$ cat config.mk
export PLATFORM = sky130hd
export DESIGN_NAME = pc_gen
export DESIGN_NICKNAME = d
export VERILOG_FILES = /design/src/rtl/pc_gen_pkg.sv /design/src/rtl/next_pc_calc.sv /design/src/rtl/pc_gen.sv
export SDC_FILE = /design/constraint.sdc
export NUM_CORES = 1
export LEC_CHECK = 0
export CORE_ASPECT_RATIO = 0.7
export CORE_MARGIN = 2
export CORE_UTILIZATION = 50
export CTS_BUF_LIST = sky130_fd_sc_hd__clkbuf_4
export DETAILED_ROUTE_END_ITERATION = 12
export MAX_ROUTING_LAYER = met4
export PLACE_DENSITY = 0.79
export SLEW_MARGIN = 10
export SYNTH_ARGS = -nofsm -noshare
export SYNTH_HDL_FRONTEND = slang
export SYNTH_SLANG_ARGS = --single-unit
$ cat constraint.sdc
create_clock -name clk -period 3.6 [get_ports clk]
set_input_delay 0.72 -clock clk [delete_from_list [all_inputs] [get_ports clk]]
set_output_delay 0.72 -clock clk [all_outputs]
set_load 0.005 [all_outputs]
$ cat src/rtl/pc_gen_pkg.sv
// Shared definitions for the PC generator and the decoder that feeds it:
// branch codes, run/halt/trap state encoding and the ebreak encoding.
package pc_gen_pkg;

  // Branch codes driven by the decoder; code 3'b011 is reserved and behaves as BR_NONE.
  localparam logic [2:0] BR_NONE = 3'b000;
  localparam logic [2:0] BR_JAL  = 3'b001;
  localparam logic [2:0] BR_JALR = 3'b010;
  localparam logic [2:0] BR_EQ   = 3'b100;
  localparam logic [2:0] BR_NE   = 3'b101;
  localparam logic [2:0] BR_LT   = 3'b110;
  localparam logic [2:0] BR_GE   = 3'b111;

  // Core execution state; HALT and TRAP are left only through reset.
  typedef enum logic [1:0] {
    ST_RUN  = 2'd0,
    ST_HALT = 2'd1,
    ST_TRAP = 2'd2
  } state_t;

  // Full instruction word of ebreak, used by the decoder to raise the ebreak strobe.
  localparam logic [31:0] EBREAK_INSN = 32'h0010_0073;

endpackage

$ cat src/rtl/next_pc_calc.sv
// Combinational next-PC resolution: selects pc+4, pc+imm or (rs1+imm)&~1
// from the branch code and ALU flags, and flags a taken target whose bit 1 is set.
module next_pc_calc
  import pc_gen_pkg::*;
#(
  parameter int XLEN = 32
) (
  input  logic [2:0]      branch,
  input  logic            zero,
  input  logic            less,
  input  logic [XLEN-1:0] imm,
  input  logic [XLEN-1:0] rs1_data,
  input  logic [XLEN-1:0] pc,
  output logic [XLEN-1:0] target,
  output logic            misaligned
);

  logic [XLEN-1:0] seq_pc;
  logic [XLEN-1:0] rel_pc;
  logic [XLEN-1:0] reg_pc;
  logic [XLEN-1:0] jump_pc;
  logic            taken;

  // All sums wrap modulo 2^XLEN by construction.
  assign seq_pc = pc + XLEN'(4);
  assign rel_pc = pc + imm;
  assign reg_pc = (rs1_data + imm) & ~XLEN'(1);

  // Decide whether control leaves the sequential path and where it goes.
  always_comb begin
    // NOTE: every output of a combinational block gets a default first so no path infers a latch.
    taken   = 1'b0;
    jump_pc = rel_pc;
    case (branch)
      BR_JAL:  taken = 1'b1;
      BR_JALR: begin
        taken   = 1'b1;
        jump_pc = reg_pc;
      end
      BR_EQ:   taken = zero;
      BR_NE:   taken = ~zero;
      BR_LT:   taken = less;
      BR_GE:   taken = ~less;
      default: taken = 1'b0;
    endcase
  end

  assign target = taken ? jump_pc : seq_pc;

  // pc+4 from an aligned pc is always aligned, so only a taken target can misalign.
  assign misaligned = taken & target[1];

endmodule

$ cat src/rtl/pc_gen.sv
// Architectural PC register with run/halt/trap control and cycle/instret
// counters for the single-cycle RV32I core.
module pc_gen
  import pc_gen_pkg::*;
#(
  parameter int              XLEN     = 32,
  parameter logic [XLEN-1:0] RESET_PC = 32'h8000_0000
) (
  input  logic            clk,
  input  logic            rst_n,
  input  logic [2:0]      branch,
  input  logic            zero,
  input  logic            less,
  input  logic [XLEN-1:0] imm,
  input  logic [XLEN-1:0] rs1_data,
  input  logic            stall,
  input  logic            ebreak,
  output logic [XLEN-1:0] pc,
  output logic            halted,
  output logic            trap,
  output logic [XLEN-1:0] trap_pc,
  output logic [XLEN-1:0] trap_tgt,
  output logic [63:0]     cycle_cnt,
  output logic [63:0]     instret_cnt
);

  state_t          state;
  state_t          state_next;
  logic [XLEN-1:0] target;
  logic            misaligned;
  logic            count_en;
  logic            retire_en;
  logic            advance_en;
  logic            capture_en;

  next_pc_calc #(.XLEN(XLEN)) u_next_pc_calc (
    .branch     (branch),
    .zero       (zero),
    .less       (less),
    .imm        (imm),
    .rs1_data   (rs1_data),
    .pc         (pc),
    .target     (target),
    .misaligned (misaligned)
  );

  // State register.
  always_ff @(posedge clk or negedge rst_n) begin
    // NOTE: sequential state is always written with non-blocking assignments so every flop samples pre-edge values.
    if (!rst_n) state <= ST_RUN;
    else        state <= state_next;
  end

  // Next-state: stall masks ebreak and traps; ebreak outranks a misaligned target.
  always_comb begin
    state_next = state;
    if (state == ST_RUN && !stall) begin
      if (ebreak)          state_next = ST_HALT;
      else if (misaligned) state_next = ST_TRAP;
    end
  end

  // Outputs and datapath enables decoded from the current state and inputs.
  always_comb begin
    halted     = (state == ST_HALT);
    trap       = (state == ST_TRAP);
    count_en   = 1'b0;
    retire_en  = 1'b0;
    advance_en = 1'b0;
    capture_en = 1'b0;
    if (state == ST_RUN) begin
      count_en = 1'b1;
      if (!stall) begin
        if (ebreak) begin
          retire_en = 1'b1;
        end else if (misaligned) begin
          capture_en = 1'b1;
        end else begin
          retire_en  = 1'b1;
          advance_en = 1'b1;
        end
      end
    end
  end

  // PC register: moves only on a retiring non-ebreak instruction.
  always_ff @(posedge clk or negedge rst_n) begin
    if (!rst_n)          pc <= RESET_PC;
    else if (advance_en) pc <= target;
  end

  // Cycle and retired-instruction counters, wrapping silently at 2^64.
  always_ff @(posedge clk or negedge rst_n) begin
    if (!rst_n) begin
      cycle_cnt   <= '0;
      instret_cnt <= '0;
    end else begin
      if (count_en)  cycle_cnt   <= cycle_cnt + 64'd1;
      if (retire_en) instret_cnt <= instret_cnt + 64'd1;
    end
  end

  // Trap record: PC of the faulting jump/branch and the target it produced.
  always_ff @(posedge clk or negedge rst_n) begin
    if (!rst_n) begin
      trap_pc  <= '0;
      trap_tgt <= '0;
    end else if (capture_en) begin
      trap_pc  <= pc;
      trap_tgt <= target;
    end
  end

endmodule

== Word-level counts from Yosys, hierarchy flattened ==
Cells that the tools add are included.
W data, S select, Z words.

* Reduce and logical (&&, ||, !) cells: 6
* Add/sub/neg operators: 5
* Bitwise logic cells: 3
* Equal/unequal tests: 8
* Mux-type cells: 17

{| class="wikitable"
|+ Operators with widths
! operator !! number
|-
| $add A64 B1 Y64 const B || 2
|-
| $add A32 B32 Y32 || 2
|-
| $mux W32 || 2
|-
| $add A32 B3 Y32 const B || 1
|-
| $eq A3 B3 Y1 const B || 4
|-
| $mux W1 || 12
|-
| $pmux W1 S5 || 1
|-
| $mux W2 || 2
|-
| $eq A3 B1 Y1 const B || 1
|-
| $eq A3 B2 Y1 const B || 1
|-
| $eq A2 B1 Y1 const B || 1
|-
| $eq A2 B2 Y1 const B || 1
|-
| $logic_not A2 Y1 || 1
|-
| $not A1 Y1 || 2
|-
| $reduce_and A2 Y1 || 1
|-
| $reduce_bool A2 Y1 || 1
|-
| $reduce_or A2 Y1 || 1
|-
| $and A1 B1 Y1 || 1
|-
| $logic_and A1 B1 Y1 || 1
|-
| $logic_not A1 Y1 || 1
|}

* Output and inout port bits: 226
* Bits in registers: 226
* Bits of input ports: 73

== Longest topological paths before layout ==
* Word-level depth: 9
* Gate-level depth with buffers: 13

== Cells and area by module ==
From an unflattened synthesis, not the netlist that was laid out.

* Cell total of the unflattened synthesis: 1,437
* Area total of the unflattened synthesis: 14,244.9 µm²

{| class="wikitable"
|+ Modules (own cells, without submodules)
! module !! times used !! cells an instance !! area an instance (µm²)
|-
| pc_gen || 1 || 789 || 9,769.4
|-
| next_pc_calc || 1 || 648 || 4,475.5
|}

== Worst setup path before layout ==
OpenSTA, ideal clock, no wires.

* Path type: input port to flip-flop
* Start: input imm[0]
* End: register pc[28]
* Stages on the path: 13
* Setup time: 0.127 ns
* Arrival time: 3.128 ns
* Path slack: 0.346 ns
* Cells stage by stage: ha_1 > inv_1 > fa_1 > nand2b_1 > a21oi_1 > a211oi_1 > o311ai_2 > a31oi_2 > o21a_1 > o21ai_1 > mux2_2 > o211ai_1 > o21ai_1

* Longest elaborated chain between the ends: 8

{| class="wikitable"
|+ Ends and longest elaborated chain
! what !! line !! text
|-
| from (decl) || pc_gen.sv:14 || <nowiki>input logic [XLEN-1:0] imm,</nowiki>
|-
| $add A32 B32 Y32, on equally long branches || next_pc_calc.sv:26, next_pc_calc.sv:27 ||
|-
| $mux W32 (*) || next_pc_calc.sv:34 || <nowiki>case (branch)</nowiki>
|-
| $mux W32 (*) || next_pc_calc.sv:48 || <nowiki>assign target = taken ? jump_pc : seq_pc;</nowiki>
|-
| $and A1 B1 Y1 || next_pc_calc.sv:51 || <nowiki>assign misaligned = taken & target[1];</nowiki>
|-
| $mux W1 || pc_gen.sv:76 || <nowiki>end else if (misaligned) begin</nowiki>
|-
| $mux W1 || pc_gen.sv:74 || <nowiki>if (ebreak) begin</nowiki>
|-
| $mux W1 || pc_gen.sv:73 || <nowiki>if (!stall) begin</nowiki>
|-
| $mux W1 || pc_gen.sv:71 || <nowiki>if (state == ST_RUN) begin</nowiki>
|-
| to (signal assigned) || pc_gen.sv:89 || <nowiki>else if (advance_en) pc <= target;</nowiki>
|-
| to (decl) || pc_gen.sv:18 || <nowiki>output logic [XLEN-1:0] pc,</nowiki>
|}

Every way passes the cells marked *; elsewhere a longest branch is shown, timed or not.
A chain may end at the register's enable or synchronous reset.

== Final worst setup path ==
* Start: input imm[4]
* End: register pc[25]

* Longest elaborated chain between the ends: 3

{| class="wikitable"
|+ Ends and longest elaborated chain
! what !! line
|-
| $add A32 B32 Y32, on equally long branches || next_pc_calc.sv:26, next_pc_calc.sv:27
|-
| $mux W32 (*) || next_pc_calc.sv:34
|-
| $mux W32 (*) || next_pc_calc.sv:48
|}

Marks and branches as above.

==> results_dict.tcl <==
set metrics [dict create \
    clk_pin_slew_ns 0.07 \
    rsz0062_at_grt "no" \
    grt.total_usage_pct 31.1 \
    cts-root-buf "clkbuf_4" \
    synth.most_common_cell "dfrtp_1" \
    period_needed_ns 3.42 \
    drt-total-wl_um 42000 \
    crit_path_end_kind "flip-flop" \
    yosys_warnings 0 \
    drc 0 \
    core-area_um2 25900 \
    cts_made_buffers 57 \
    drt_iter0_markers 917 \
    ys_ff_latch 226 \
    fin_nets 1995 \
    post-route-period-util_pct 95.1 \
    gp_congestion 0.947 \
    worstHoldPathType "input pin to asynchronous set/reset pin" \
    cts_tree "built" \
    r2r_slack_ns 0.30 \
    die_h_um 141 \
    ys_seq_area_share_pct 42.5 \
    cts_resized 0 \
    setup_viol 0 \
    synth.distinct_cells 74 \
    r2r-end "pc[25]" \
    crit_arrival_ns 4.00 \
    syn_area_um2 13300 \
    critPathKind "input pin to flip-flop" \
    cts_buffer_depth 3 \
    cts_sinks 226 \
    power_density_nw_per_um2 574 \
    grt.overflow.total 0 \
    fp-row-count 49 \
    skew_ns 0.0429 \
    slew_violations 0 \
    synth_enable_flop_cells 0 \
    n_fill_cell 1983 \
    required_ns 4.18 \
    finalHoldViolCount 0 \
    numPortBuffers 298 \
    antenna_left 0 \
    drtPass1Iterations 5 \
    fin_area_um2 18300 \
    grt_pass1_vias 12500 \
    yosysTopAreaCell "dfrtp_1" \
    rr_startpoint "pc[7]" \
    reg2regPathDepth 13 \
    num_vias 12700 \
    drive_gt1_share_pct 15.1 \
    holdBufCountCts 0 \
    grt_pass1_wl_um 66800 \
    synth_commonest_cells "225 x dfrtp_1, 180 x nand2_1, 128 x xnor2_1" \
    start_util_pct 51.3 \
    ir_drop_v 0.000382 \
    fmax_mhz 292 \
    startpoint_type "input pin" \
    ys.flop_type "dfrtp_1" \
    clk_latency_ns 0.74 \
    die_x_um 199 \
    placed_area_um2 17700 \
    io_pins 299 \
    synth_area_leaders "dfrtp_1 42%, xnor2_1 8.4%, ha_1 6.0%" \
    synth.top_cell.area_share_pct 42.3 \
    hpwl_um 32000 \
    critPathMaxFanout 4 \
    async_reset_ff_share_pct 100 \
    tightest_slew_ns 0.805 \
    drv_cap 0 \
    p_leak_nw 8.31 \
    drt-wirelength-per-cell_um 18.6 \
    synthCells 1411 \
    synthToLayoutAreaGrowth_pct 37.8 \
    hold-worst-slack_ns 0.00221 \
    slew_headroom_pct 46.4 \
    viasPerCell 5.64 \
    grt_max_degree 104 \
    cts_setup_buffers 0 \
    status "completed" \
    die-area_um2 28000 \
    htreeDepth 2 \
    setup_tns_ns 0 \
    avgSynthCellArea_um2 9.43 \
    antenna_found_initial 3 \
    syn_nets 1550 \
]
[power breakdown]
group          switching (mW)  internal (mW)  leakage, nW
registers               0.579           3.04         3.01
clock network            1.11           1.01        0.405
logic                    2.30           2.50         4.89
[placed cells by master, fill, tap and decap left out, types with 4 or more instances in the layout]
| cell type | netlist | final |
|---|---|---|
| clkdlybuf4s50_1 | 0 | 297 |
| dfrtp_1 | 225 | 225 |
| nand2_1 | 180 | 180 |
| xnor2_1 | 128 | 128 |
| buf_4 | 0 | 128 |
| nor2_1 | 87 | 87 |
| o21ai_0 | 86 | 86 |
| a21oi_1 | 84 | 83 |
| clkbuf_4 | 0 | 78 |
| nand3_1 | 78 | 77 |
| xor2_1 | 68 | 67 |
| ha_1 | 64 | 64 |
| and3_1 | 38 | 38 |
| mux2_2 | 35 | 35 |
| a21o_1 | 35 | 35 |
| nand4_1 | 31 | 31 |
| inv_1 | 24 | 24 |
| nor3_1 | 17 | 17 |
| clkinv_1 | 1 | 15 |
| a211oi_1 | 13 | 13 |
| a31oi_1 | 12 | 12 |
| and2_1 | 10 | 10 |
| nand2b_1 | 10 | 10 |
| o22ai_1 | 10 | 10 |
| and4_1 | 9 | 9 |
| o211ai_1 | 9 | 9 |
| nor4_1 | 8 | 8 |
| nor2b_1 | 7 | 7 |
| o21ai_1 | 7 | 7 |
| o31ai_1 | 7 | 7 |
| o21a_1 | 6 | 6 |
| or2_2 | 6 | 6 |
| mux2i_1 | 5 | 5 |
| o21bai_1 | 5 | 5 |
| buf_12 | 0 | 5 |
| a22oi_1 | 4 | 4 |
| clkinv_2 | 0 | 4 |
[flip-flops by register name, indices dropped and copies added (netlist names)]
register     flops
cycle_cnt       64
instret_cnt     64
pc              32
state            2
trap_pc         32
trap_tgt        32
[cells by family after synthesis]
logic type	share of synthesized area, %
mux	3.34
xor+xnor	13.0
flops	42.5
simple gates	18.4
compound gates	14.4
fa+ha+maj	6.32
buf+inv	2.02
[layer usage]
layer	global-route usage (%)	share of wire, %
met3	7.30	9.2
met4	9.43	2.3
met2	44.7	43
met1	43.5	46
met5	-	0
[worst max path at each step]
stage / start / to
after floorplan: imm[0] / pc[28]
after global placement: imm[1] / pc[28]
after detailed placement: imm[1] / trap_tgt[28]
after CTS: imm[1] / trap_tgt[28]
after global routing: imm[0] / pc[28]
final: imm[4] / pc[25]
[worst max-delay path, cell delays in order]
cell	delay, ns
clkdlybuf4s50_1	0.45
buf_4	0.17
ha_1	0.34
a21oi_1	0.21
o211ai_1	0.11
o21ai_0	0.24
o21ai_1	0.14
o21ai_0	0.34
buf_4	0.18
o31ai_1	0.06
buf_4	0.15
a21boi_0	0.30
xnor2_1	0.12
a22oi_1	0.29
o211ai_1	0.17
[area by class of cell]
cell class / count / area (um^2) / share of cell area, %
diodes: 3 / 7.51 / 0.0409
clock buffers: 78 / 586 / 3.19
clock inverters: 20 / 90.1 / 0.491
inverters: 26 / 97.6 / 0.532
multi-input cells: 1114 / 7410 / 40.4
flip-flops and latches: 226 / 5660 / 30.8
well taps: 357 / 447 / 2.43
repair buffers: 431 / 4050 / 22.1
[through the flow]
| step | power, mW | utilization [%] | worst slack [ns] | instances |
|---|---|---|---|---|
| after global routing | 11.2 | 70.7 | 0.0589 | 2255 |
| after detailed placement | 8.38 | 68.1 | -0.624 | 2154 |
| after global placement | 8.28 | 68.1 | -0.502 | 2154 |
| after CTS | 10.5 | 70.7 | 0.128 | 2252 |
| final | 10.5 | 70.7 | 0.176 | 2255 |
| after floorplan | 5.89 | - | 0.346 | 1411 |
No activity file was read; power rests on OpenSTA's default activity.
